<file path="config.mk">
export PLATFORM = sky130hd
export DESIGN_NAME = imem_loader
export DESIGN_NICKNAME = d
export VERILOG_FILES = /design/src/rtl/imem_loader_pkg.sv /design/src/rtl/imem_loader_byte_packer.sv /design/src/rtl/imem_loader.sv
export SDC_FILE = /design/constraint.sdc
export NUM_CORES = 1
export LEC_CHECK = 0
export BUFFER_PORTS_ARGS = -buffer_cell sky130_fd_sc_hd__buf_2
export CORE_ASPECT_RATIO = 0.7
export CORE_MARGIN = 1
export CORE_UTILIZATION = 40
export DETAILED_ROUTE_END_ITERATION = 16
export PLACE_DENSITY_LB_ADDON = 0.08
export SYNTH_ARGS = -nofsm -noshare
export SYNTH_HDL_FRONTEND = slang
export SYNTH_SLANG_ARGS = --single-unit
</file>
<file path="constraint.sdc">
create_clock -name clk -period 4.2 [get_ports clk]
set_clock_uncertainty 0.15 [all_clocks]
set_input_delay 0.21 -clock clk [delete_from_list [all_inputs] [get_ports clk]]
set_output_delay 0.21 -clock clk [all_outputs]
set_load 0.1 [all_outputs]
</file>
<file path="src/rtl/imem_loader_pkg.sv">
// -----------------------------------------------------------------------------
// imem_loader_pkg
// Shared definitions for the instruction-memory loader:
//   - state_t        : loader FSM states (CHK/ERR only reachable when the
//                      IMEM_LOADER_CHECKSUM_EN macro is defined)
//   - BYTES_PER_WORD : stream bytes packed into one instruction word
//   - DEFAULT_DEPTH  : default number of words loaded per session
//   - csum_next()    : running XOR checksum update
// -----------------------------------------------------------------------------
package imem_loader_pkg;

  localparam int BYTES_PER_WORD = 4;
  localparam int DEFAULT_DEPTH  = 32;
  localparam int BYTE_CNT_W     = $clog2(BYTES_PER_WORD);

  typedef enum logic [2:0] {
    IDLE  = 3'd0,
    LOAD  = 3'd1,
    WRITE = 3'd2,
    DONE  = 3'd3,
    CHK   = 3'd4,
    ERR   = 3'd5
  } state_t;

  // XOR accumulation of one stream byte into the running checksum.
  function automatic logic [7:0] csum_next(input logic [7:0] acc, input logic [7:0] b);
    return acc ^ b;
  endfunction

endpackage

</file>
<file path="src/rtl/imem_loader_byte_packer.sv">
// -----------------------------------------------------------------------------
// byte_packer
// Big-endian byte-to-word packer: each shifted byte enters at the LSB end, so
// after four shifts the first byte sits in word[31:24].
// Ports:
//   clk, reset   : clock, asynchronous active-low reset
//   clr          : synchronous clear of shift register and byte counter
//   shift_en     : shift data into the register this cycle
//   data [7:0]   : byte to shift in
//   word [31:0]  : current shift-register contents
//   word_full    : the shift happening this cycle completes a word
// -----------------------------------------------------------------------------
module byte_packer
  import imem_loader_pkg::*;
(
  input  logic        clk,
  input  logic        reset,
  input  logic        clr,
  input  logic        shift_en,
  input  logic [7:0]  data,
  output logic [31:0] word,
  output logic        word_full
);

  logic [31:0]           shreg_r;
  logic [BYTE_CNT_W-1:0] cnt_r;

  // Shift register and wrapping byte counter.
  always_ff @(posedge clk or negedge reset) begin
    if (!reset) begin
      shreg_r <= 32'h0000_0000;
      cnt_r   <= '0;
    end else if (clr) begin
      shreg_r <= 32'h0000_0000;
      cnt_r   <= '0;
    end else if (shift_en) begin
      shreg_r <= {shreg_r[23:0], data};
      cnt_r   <= cnt_r + BYTE_CNT_W'(1);
    end else begin
      shreg_r <= shreg_r;
      cnt_r   <= cnt_r;
    end
  end

  assign word      = shreg_r;
  // Counter is at its last slot and a byte is going in: word complete after
  // this edge. The counter wraps to zero on the same edge.
  assign word_full = shift_en && (cnt_r == BYTE_CNT_W'(BYTES_PER_WORD - 1));

endmodule

</file>
<file path="src/rtl/imem_loader.sv">
// -----------------------------------------------------------------------------
// imem_loader
// Writer side of the instruction memory: packs a valid/ready byte stream into
// 32-bit big-endian words, writes DEPTH words to consecutive addresses from 0,
// and holds the core in reset until the session completes.
// Optional macro IMEM_LOADER_CHECKSUM_EN adds a trailing XOR checksum byte
// (CHK state) and an error state (ERR) on mismatch; without it err is 0.
// Ports:
//   clk, reset        : clock, asynchronous active-low reset
//   start             : pulse starting a session (IDLE, DONE, ERR only)
//   in_valid/in_ready : byte-stream handshake, in_data MSB-first
//   wr_en/wr_addr/wr_data : one-cycle memory write per packed word
//   cpu_hold          : core reset request (active high)
//   done              : session completed successfully
//   err               : checksum mismatch
// ADDR_W must satisfy 2**ADDR_W >= DEPTH.
// -----------------------------------------------------------------------------
module imem_loader
  import imem_loader_pkg::*;
#(
  parameter int DEPTH  = DEFAULT_DEPTH,
  parameter int ADDR_W = 5
) (
  input  logic              clk,
  input  logic              reset,
  input  logic              start,
  input  logic              in_valid,
  output logic              in_ready,
  input  logic [7:0]        in_data,
  output logic              wr_en,
  output logic [ADDR_W-1:0] wr_addr,
  output logic [31:0]       wr_data,
  output logic              cpu_hold,
  output logic              done,
  output logic              err
);

  state_t            state_r;
  state_t            state_s;
  logic              clr_s;
  logic              in_ready_s;
  logic              accept_s;
  logic              shift_en_s;
  logic              word_full_s;
  logic [31:0]       word_s;
  logic              last_word_s;
  logic              err_s;
  logic [ADDR_W-1:0] wcnt_r;
  logic              wr_en_r;
  logic [ADDR_W-1:0] wr_addr_r;
  logic [31:0]       wr_data_r;
  logic              cpu_hold_r;
  logic              done_r;
  logic              err_r;
`ifdef IMEM_LOADER_CHECKSUM_EN
  logic [7:0]        csum_r;
`endif

  // Byte-acceptance window, decoded from the state register only.
  always_comb begin
    in_ready_s = 1'b0;
    case (state_r)
      LOAD:    in_ready_s = 1'b1;
`ifdef IMEM_LOADER_CHECKSUM_EN
      CHK:     in_ready_s = 1'b1;
`endif
      default: in_ready_s = 1'b0;
    endcase
  end

  assign accept_s    = in_valid && in_ready_s;
  assign shift_en_s  = accept_s && (state_r == LOAD);
  assign last_word_s = (wcnt_r == ADDR_W'(DEPTH - 1));

  byte_packer u_packer (
    .clk       (clk),
    .reset     (reset),
    .clr       (clr_s),
    .shift_en  (shift_en_s),
    .data      (in_data),
    .word      (word_s),
    .word_full (word_full_s)
  );

  // Next-state logic; clr_s restarts a session from address 0.
  always_comb begin
    state_s = state_r;
    clr_s   = 1'b0;
    case (state_r)
      IDLE: begin
        if (start) begin
          state_s = LOAD;
          clr_s   = 1'b1;
        end else begin
          state_s = IDLE;
        end
      end
      LOAD: begin
        if (word_full_s) begin
          state_s = WRITE;
        end else begin
          state_s = LOAD;
        end
      end
      WRITE: begin
        if (last_word_s) begin
`ifdef IMEM_LOADER_CHECKSUM_EN
          state_s = CHK;
`else
          state_s = DONE;
`endif
        end else begin
          state_s = LOAD;
        end
      end
      DONE: begin
        if (start) begin
          state_s = LOAD;
          clr_s   = 1'b1;
        end else begin
          state_s = DONE;
        end
      end
`ifdef IMEM_LOADER_CHECKSUM_EN
      CHK: begin
        if (accept_s) begin
          if (in_data == csum_r) begin
            state_s = DONE;
          end else begin
            state_s = ERR;
          end
        end else begin
          state_s = CHK;
        end
      end
      ERR: begin
        if (start) begin
          state_s = LOAD;
          clr_s   = 1'b1;
        end else begin
          state_s = ERR;
        end
      end
`endif
      default: begin
        state_s = IDLE;
      end
    endcase
  end

`ifdef IMEM_LOADER_CHECKSUM_EN
  assign err_s = (state_s == ERR);
`else
  assign err_s = 1'b0;
`endif

  // State register.
  always_ff @(posedge clk or negedge reset) begin
    if (!reset) begin
      state_r <= IDLE;
    end else begin
      state_r <= state_s;
    end
  end

  // Word counter: address of the word currently being assembled.
  always_ff @(posedge clk or negedge reset) begin
    if (!reset) begin
      wcnt_r <= '0;
    end else if (clr_s) begin
      wcnt_r <= '0;
    end else if ((state_r == WRITE) && !last_word_s) begin
      wcnt_r <= wcnt_r + ADDR_W'(1);
    end else begin
      wcnt_r <= wcnt_r;
    end
  end

  // Write port and status outputs, registered from the next state so they
  // line up with the state they describe.
  always_ff @(posedge clk or negedge reset) begin
    if (!reset) begin
      wr_en_r    <= 1'b0;
      wr_addr_r  <= '0;
      wr_data_r  <= 32'h0000_0000;
      cpu_hold_r <= 1'b1;
      done_r     <= 1'b0;
      err_r      <= 1'b0;
    end else begin
      wr_en_r <= (state_s == WRITE);
      if (state_s == WRITE) begin
        wr_addr_r <= wcnt_r;
      end else begin
        wr_addr_r <= wr_addr_r;
      end
      // Keep the written word once the packer starts refilling.
      if (state_r == WRITE) begin
        wr_data_r <= word_s;
      end else begin
        wr_data_r <= wr_data_r;
      end
      cpu_hold_r <= (state_s != DONE);
      done_r     <= (state_s == DONE);
      err_r      <= err_s;
    end
  end

`ifdef IMEM_LOADER_CHECKSUM_EN
  // Running XOR of every data byte in the session (checksum byte excluded).
  always_ff @(posedge clk or negedge reset) begin
    if (!reset) begin
      csum_r <= 8'h00;
    end else if (clr_s) begin
      csum_r <= 8'h00;
    end else if (shift_en_s) begin
      csum_r <= csum_next(csum_r, in_data);
    end else begin
      csum_r <= csum_r;
    end
  end
`endif

  assign in_ready = in_ready_s;
  assign wr_en    = wr_en_r;
  assign wr_addr  = wr_addr_r;
  // During WRITE the packer holds the complete word; afterwards the copy
  // taken on leaving WRITE is presented.
  assign wr_data  = (state_r == WRITE) ? word_s : wr_data_r;
  assign cpu_hold = cpu_hold_r;
  assign done     = done_r;
  assign err      = err_r;

endmodule

</file>
==> results of run 1 <==
-- kinds of logic (layout without fill, tap and decap cells) --
kind of cell               after synthesis  after routing
AOI/OAI and AO/OA                       38             38
xor gates and xnor gates                 3              3
adders and majority gates                7              7
buffers and inverters                   17             82
DFF                                     81             81
muxes                                   39             39
other                                    1              1
and+or+nand+nor                         20             20
-- repair_timing --
action | in CTS | in global routing
endpoints found under the setup margin | 0 | 0
hold buffers | 9 | 0
endpoints found under the hold margin | 88 | 0
-- through the flow --
step	instances	utilization, %	setup WS (ns)	area [um^2]	hold WS (ns)
detailed placement	344	46.41	1.744	3442	0.2819
global route	369	49.78	1.274	3692	0.1521
finish	369	49.78	1.434	3692	0.1190
global placement	344	46.41	1.801	3442	0.2805
CTS	369	49.78	1.382	3692	0.1162
floorplan	206	-	1.695	3114	-0.2356
-- worst reg2reg max path: cells and delay by family (launching register included) --
family	cells	cell delay [ns]
fa+ha+maj	1	0.79
flops	1	0.40
mux	1	0.34
compound gates	1	0.22
buf+inv	1	0.09
simple gates	1	0.34
-- final timing paths --
check	end	depth (start not counted)
setup / recovery	wr_data[18]	4
hold / removal	state_r[1]	3
setup reg to reg	wr_addr[2]	5
hold reg to reg	wr_data_r[4]	1
max in group asynchronous	wr_data_r[7]	2
min in group asynchronous	wr_addr[3]	2
-- synth_stat cells --
cell type   n  area share [%]
a211o_1     1            0.28
a21o_1      1            0.24
a21oi_1     1            0.16
a21oi_2     1            0.28
a22o_1     33             9.3
and2_1      1            0.20
and3_1      1            0.20
buf_2       5            0.80
buf_4       1            0.24
buf_6       2            0.72
clkbuf_1    6            0.72
conb_1      1            0.12
dfrtp_1    80              64
dfstp_2     1            0.84
ha_1        7             2.8
inv_1       3            0.36
mux2_2     32              12
mux2_4      5             2.4
mux2i_1     2            0.64
nand2_1     3            0.36
nand2b_1    2            0.40
nand3_1     3            0.48
nand3b_1    1            0.24
nor2_1      6            0.72
nor2b_1     1            0.20
o21ai_0     1            0.16
or2_1       1            0.20
or3_1       1            0.20
xor2_1      3            0.84
-- routing by layer --
metal  part of all wire (%)  wire (um)  GRT usage [%]
met1                     55       3175          23.25
met2                     38       2157          20.57
met3                    5.4        312          6.501
met4                    1.7         95          6.393
met5                      0          0              0
-- registers in the layout, summed over array words and instances, names as in the netlist --
| register | count |
|---|---|
| done | 1 |
| u_packer.cnt_r | 2 |
| cpu_hold | 1 |
| u_packer.word | 32 |
| wr_addr | 5 |
| wr_data_r | 32 |
| wcnt_r | 5 |
| wr_en | 1 |
| state_r | 2 |
-- layout make-up --
type | instances | area, um^2 | share of cell area, %
multi-input combinational | 108 | 1002 | 27.14
sequential | 81 | 2028 | 54.93
timing repair buffer | 63 | 367.9 | 9.963
clock buffer | 16 | 160.2 | 4.338
inverter | 3 | 11.26 | 0.3050
tap | 98 | 122.6 | 3.321
==> flow_summary.yaml, run 1 <==
floorplanning:
  dieArea_um2: 8148
  start_util_pct: 41.99
  die_h_um: 75.83
  coreArea_um2: 7417
  rows: 26
  ioPinCount: 54
  die_w_um: 107.5
cts:
  post_cts_resize_count: 0
  cts.sink_count: 81
  h-tree-depth: 3
  cts_root_buffer: "clkbuf_8"
  cts_buffers: 9
  cts_tree: "built"
  clockBufferDepth: 2
  clkTransAtPathRegs_ns: 0.07
  clk_latency_ns: 0.35
  cts_setup_buffers: 0
critical_path:
  required_ns: 3.84
  crit_start: "state_r[0]"
  path_class: "reg -> out"
  cp-start-kind: "register"
  crit_family: "adder cells"
  crit_fanout: 36
  crit_chain: "inv_1 -> ha_2 -> mux2_2 -> buf_2"
  cp-end-kind: "output port"
  rr_startpoint: "state_r[0]"
  crit_buf_inv: 2
  rrSetupSlack_ns: 1.76
  cpMaxStageDelayCell: "ha_2"
  cpPeakStageDelay_ns: 0.79
  arrival_ns: 2.41
sta:
  layout_min_cycle_time_ns: 2.766
  relSlewSlack_pct: 33.76
  drv_slew: 0
  fmax_mhz: 361.6
  fin_tns_setup_ns: 0
  fin_crit_sh_pct: 65.85
  tightest_slew_ns: 0.9935
  hold_viol: 0
  setup_viol: 0
  rsz0062_at_grt: "false"
logic_synthesis:
  yosys.area_share.simple_pct: 3.214
  ys_ff_latch: 81
  yosysWarnings: 0
  synth.mux.area_fraction_pct: 14.62
  ys_types: 29
  synth_nets: 225
  netlist_instances: 206
  synth_area_um2: 3114
  synth-xor-area-share_pct: 0.8437
  ys_seq_area_share_pct: 65.13
  syn_area_per_cell_um2: 15.12
  synthAdderAreaFrac_pct: 2.812
  synth_top_family_by_area: "multiplexers"
  synth_compound_area_share_pct: 10.41
routing:
  num_vias: 1813
  ant_nets: 0
  drc: 0
  totalWireLength_um: 5741
  drt_first_iter_violations: 93
  wire_per_inst_um: 15.56
  viasPerCell: 4.913
  dr.pass1.iters: 4
finish:
  diodes: 0
  mostFrequentLayoutCells: "dfrtp_1 (80), buf_2 (51), a22o_1 (33)"
  fill_cells: 655
  final_nets: 285
  syn2layout_area_growth_pct: 18.56
  layout_commonest_cell: "dfrtp_1"
  drive_above_1_share_pct: 38.75
global_routing:
  grt_pass1_wl_um: 9190
  grt_pass1_vias: 1762
  grt_max_degree: 82
  antenna_found_initial: 0
  grt-ovfl-total: 0
  grtUsageTotal_pct: 15.87
placement:
  port-buffer-count: 52
  dp_hpwl_um: 3524
  gp_congestion: 0.7290
outcome:
  outcome: "finished clean"
flow_run:
  max_cap_violations: 0
min_path:
  worstHoldStart: "start"
  min_path_type: "in -> reg"
Power of run 1 is not shown: default switching activity piles up to over one toggle a cycle in this logic, so the estimate is an artifact.
==> run 2, diff against run 1 <==
- clock period: 4.2 -> 2.8 ns (I/O delays scaled with it)
==> run 2 against run 1 <==
- cell count rose by 0.81%
- global-route usage fell by 0.46 points
- via count fell by 2.2%
- worst hold slack got worse by 0.049 ns
- design area rose by 2.1%
- flip-flop and latch count did not move
- sequential share of layout area fell by 1.1 points
- highest routed layer unchanged
- largest cell class unchanged
- routed wire length fell by 2.7%
- first-iteration DRC count fell by 28%
- register-to-register slack got worse by 1.1 ns
- clock-buffer cell count fell by 3
- core utilization rose by 1.0 points
==> flow_summary.yaml, run 2 (synthesized netlist as in run 1, its figures left out) <==
sta:
  fin_tns_setup_ns: 0
  rsz0062_at_grt: "false"
  tightest_slew_ns: 0.9965
  relSlewSlack_pct: 33.57
  hold_viol: 0
  fin_crit_sh_pct: 94.08
  layout_min_cycle_time_ns: 2.634
  setup_viol: 0
  fmax_mhz: 379.6
  drv_slew: 0
routing:
  num_vias: 1773
  dr.pass1.iters: 4
  drc: 0
  wire_per_inst_um: 15.02
  viasPerCell: 4.766
  totalWireLength_um: 5586
  ant_nets: 0
  drt_first_iter_violations: 67
cts:
  clkTransAtPathRegs_ns: 0.07
  post_cts_resize_count: 0
  hold_buffers: 9
  cts_tree: "built"
  clockBufferDepth: 2
  cts_setup_buffers: 0
  cts_buffers: 9
  cts_root_buffer: "clkbuf_8"
  clk_latency_ns: 0.34
  h-tree-depth: 3
  cts.sink_count: 81
placement:
  gp_congestion: 0.7284
  dpl-instance-area_um2: 3465
  port-buffer-count: 52
  dp_hpwl_um: 3602
finish:
  fill_cells: 656
  syn2layout_area_growth_pct: 21.01
  multi_input_area_um2: 1002
  mostFrequentLayoutCells: "dfrtp_1 (80), buf_2 (51), a22o_1 (33)"
  diodes: 0
  fin_area_um2: 3769
  drive_above_1_share_pct: 40.51
  layout_commonest_cell: "dfrtp_1"
  seq_area_um2: 2028
  final_nets: 288
floorplanning:
  coreArea_um2: 7417
  rows: 26
  dieArea_um2: 8148
  die_w_um: 107.5
  die_h_um: 75.83
  ioPinCount: 54
  start_util_pct: 41.99
critical_path:
  crit_family: "buffers and inverters"
  rrSetupSlack_ns: 0.63
  cp-end-kind: "output port"
  crit_buf_inv: 3
  crit_fanout: 23
  path_class: "reg -> out"
  crit_chain: "inv_1 -> ha_2 -> buf_4 -> mux2_2 -> buf_2"
  arrival_ns: 2.34
  required_ns: 2.51
  cp-start-kind: "register"
  cpPeakStageDelay_ns: 0.53
  cpMaxStageDelayCell: "ha_2"
global_routing:
  grt_pass1_vias: 1685
  grt-ovfl-total: 0
  antenna_found_initial: 0
  grtUsageTotal_pct: 15.40
  grt_max_degree: 82
  grt_pass1_wl_um: 9087
outcome:
  outcome: "finished clean"
min_path:
  min_path_type: "in -> reg"
flow_run:
  max_cap_violations: 0
## run 2: layer usage
layer	vias to the layer above	global-route usage, %	share of wire [%]
met5	-	0	0
met3	9	5.218	5.7
li1	875	-	-
met1	841	23.69	55
met4	0	5.479	1.1
met2	48	19.71	38
## run 2: final timing paths
kind,depth (start not counted),endpoint,startpoint
min in group asynchronous,2,wr_data_r[16],reset
min,4,u_packer.cnt_r[0],in_valid
max reg2reg,5,wr_addr[4],state_r[0]
max,5,wr_data[2],state_r[0]
max in group asynchronous,2,u_packer.word[7],reset
min reg2reg,1,wr_data_r[3],wr_data_r[3]
## run 2: worst register-to-register path, stage by stage, from the launching register on
cell and delay, ns:
dfrtp_1 0.40, inv_1 0.09, ha_2 0.53, a211o_1 0.21, or2_1 0.34, mux2_4 0.34
## run 2: cell type report
cell class                      count  area share, %
Sequential cell                    81          53.82
Tap cell                           98          3.254
Clock buffer                       13          3.951
Inverter                            3         0.2988
Timing Repair Buffer               66          10.36
Clock inverter                      3          1.726
Multi-Input combinational cell    108          26.59
## run 2: stage by stage
step | util [%] | cells | setup WS, ns | hold WS, ns
floorplan | - | 206 | 0.2946 | -0.3056
global placement | 46.71 | 347 | 0.5037 | 0.2064
detailed placement | 46.71 | 347 | 0.4798 | 0.2088
CTS | 50.81 | 372 | 0.09124 | 0.05443
global route | 50.81 | 372 | 0.02892 | 0.07623
finish | 50.81 | 372 | 0.1657 | 0.06993
Power of run 2 is left out for the same reason.
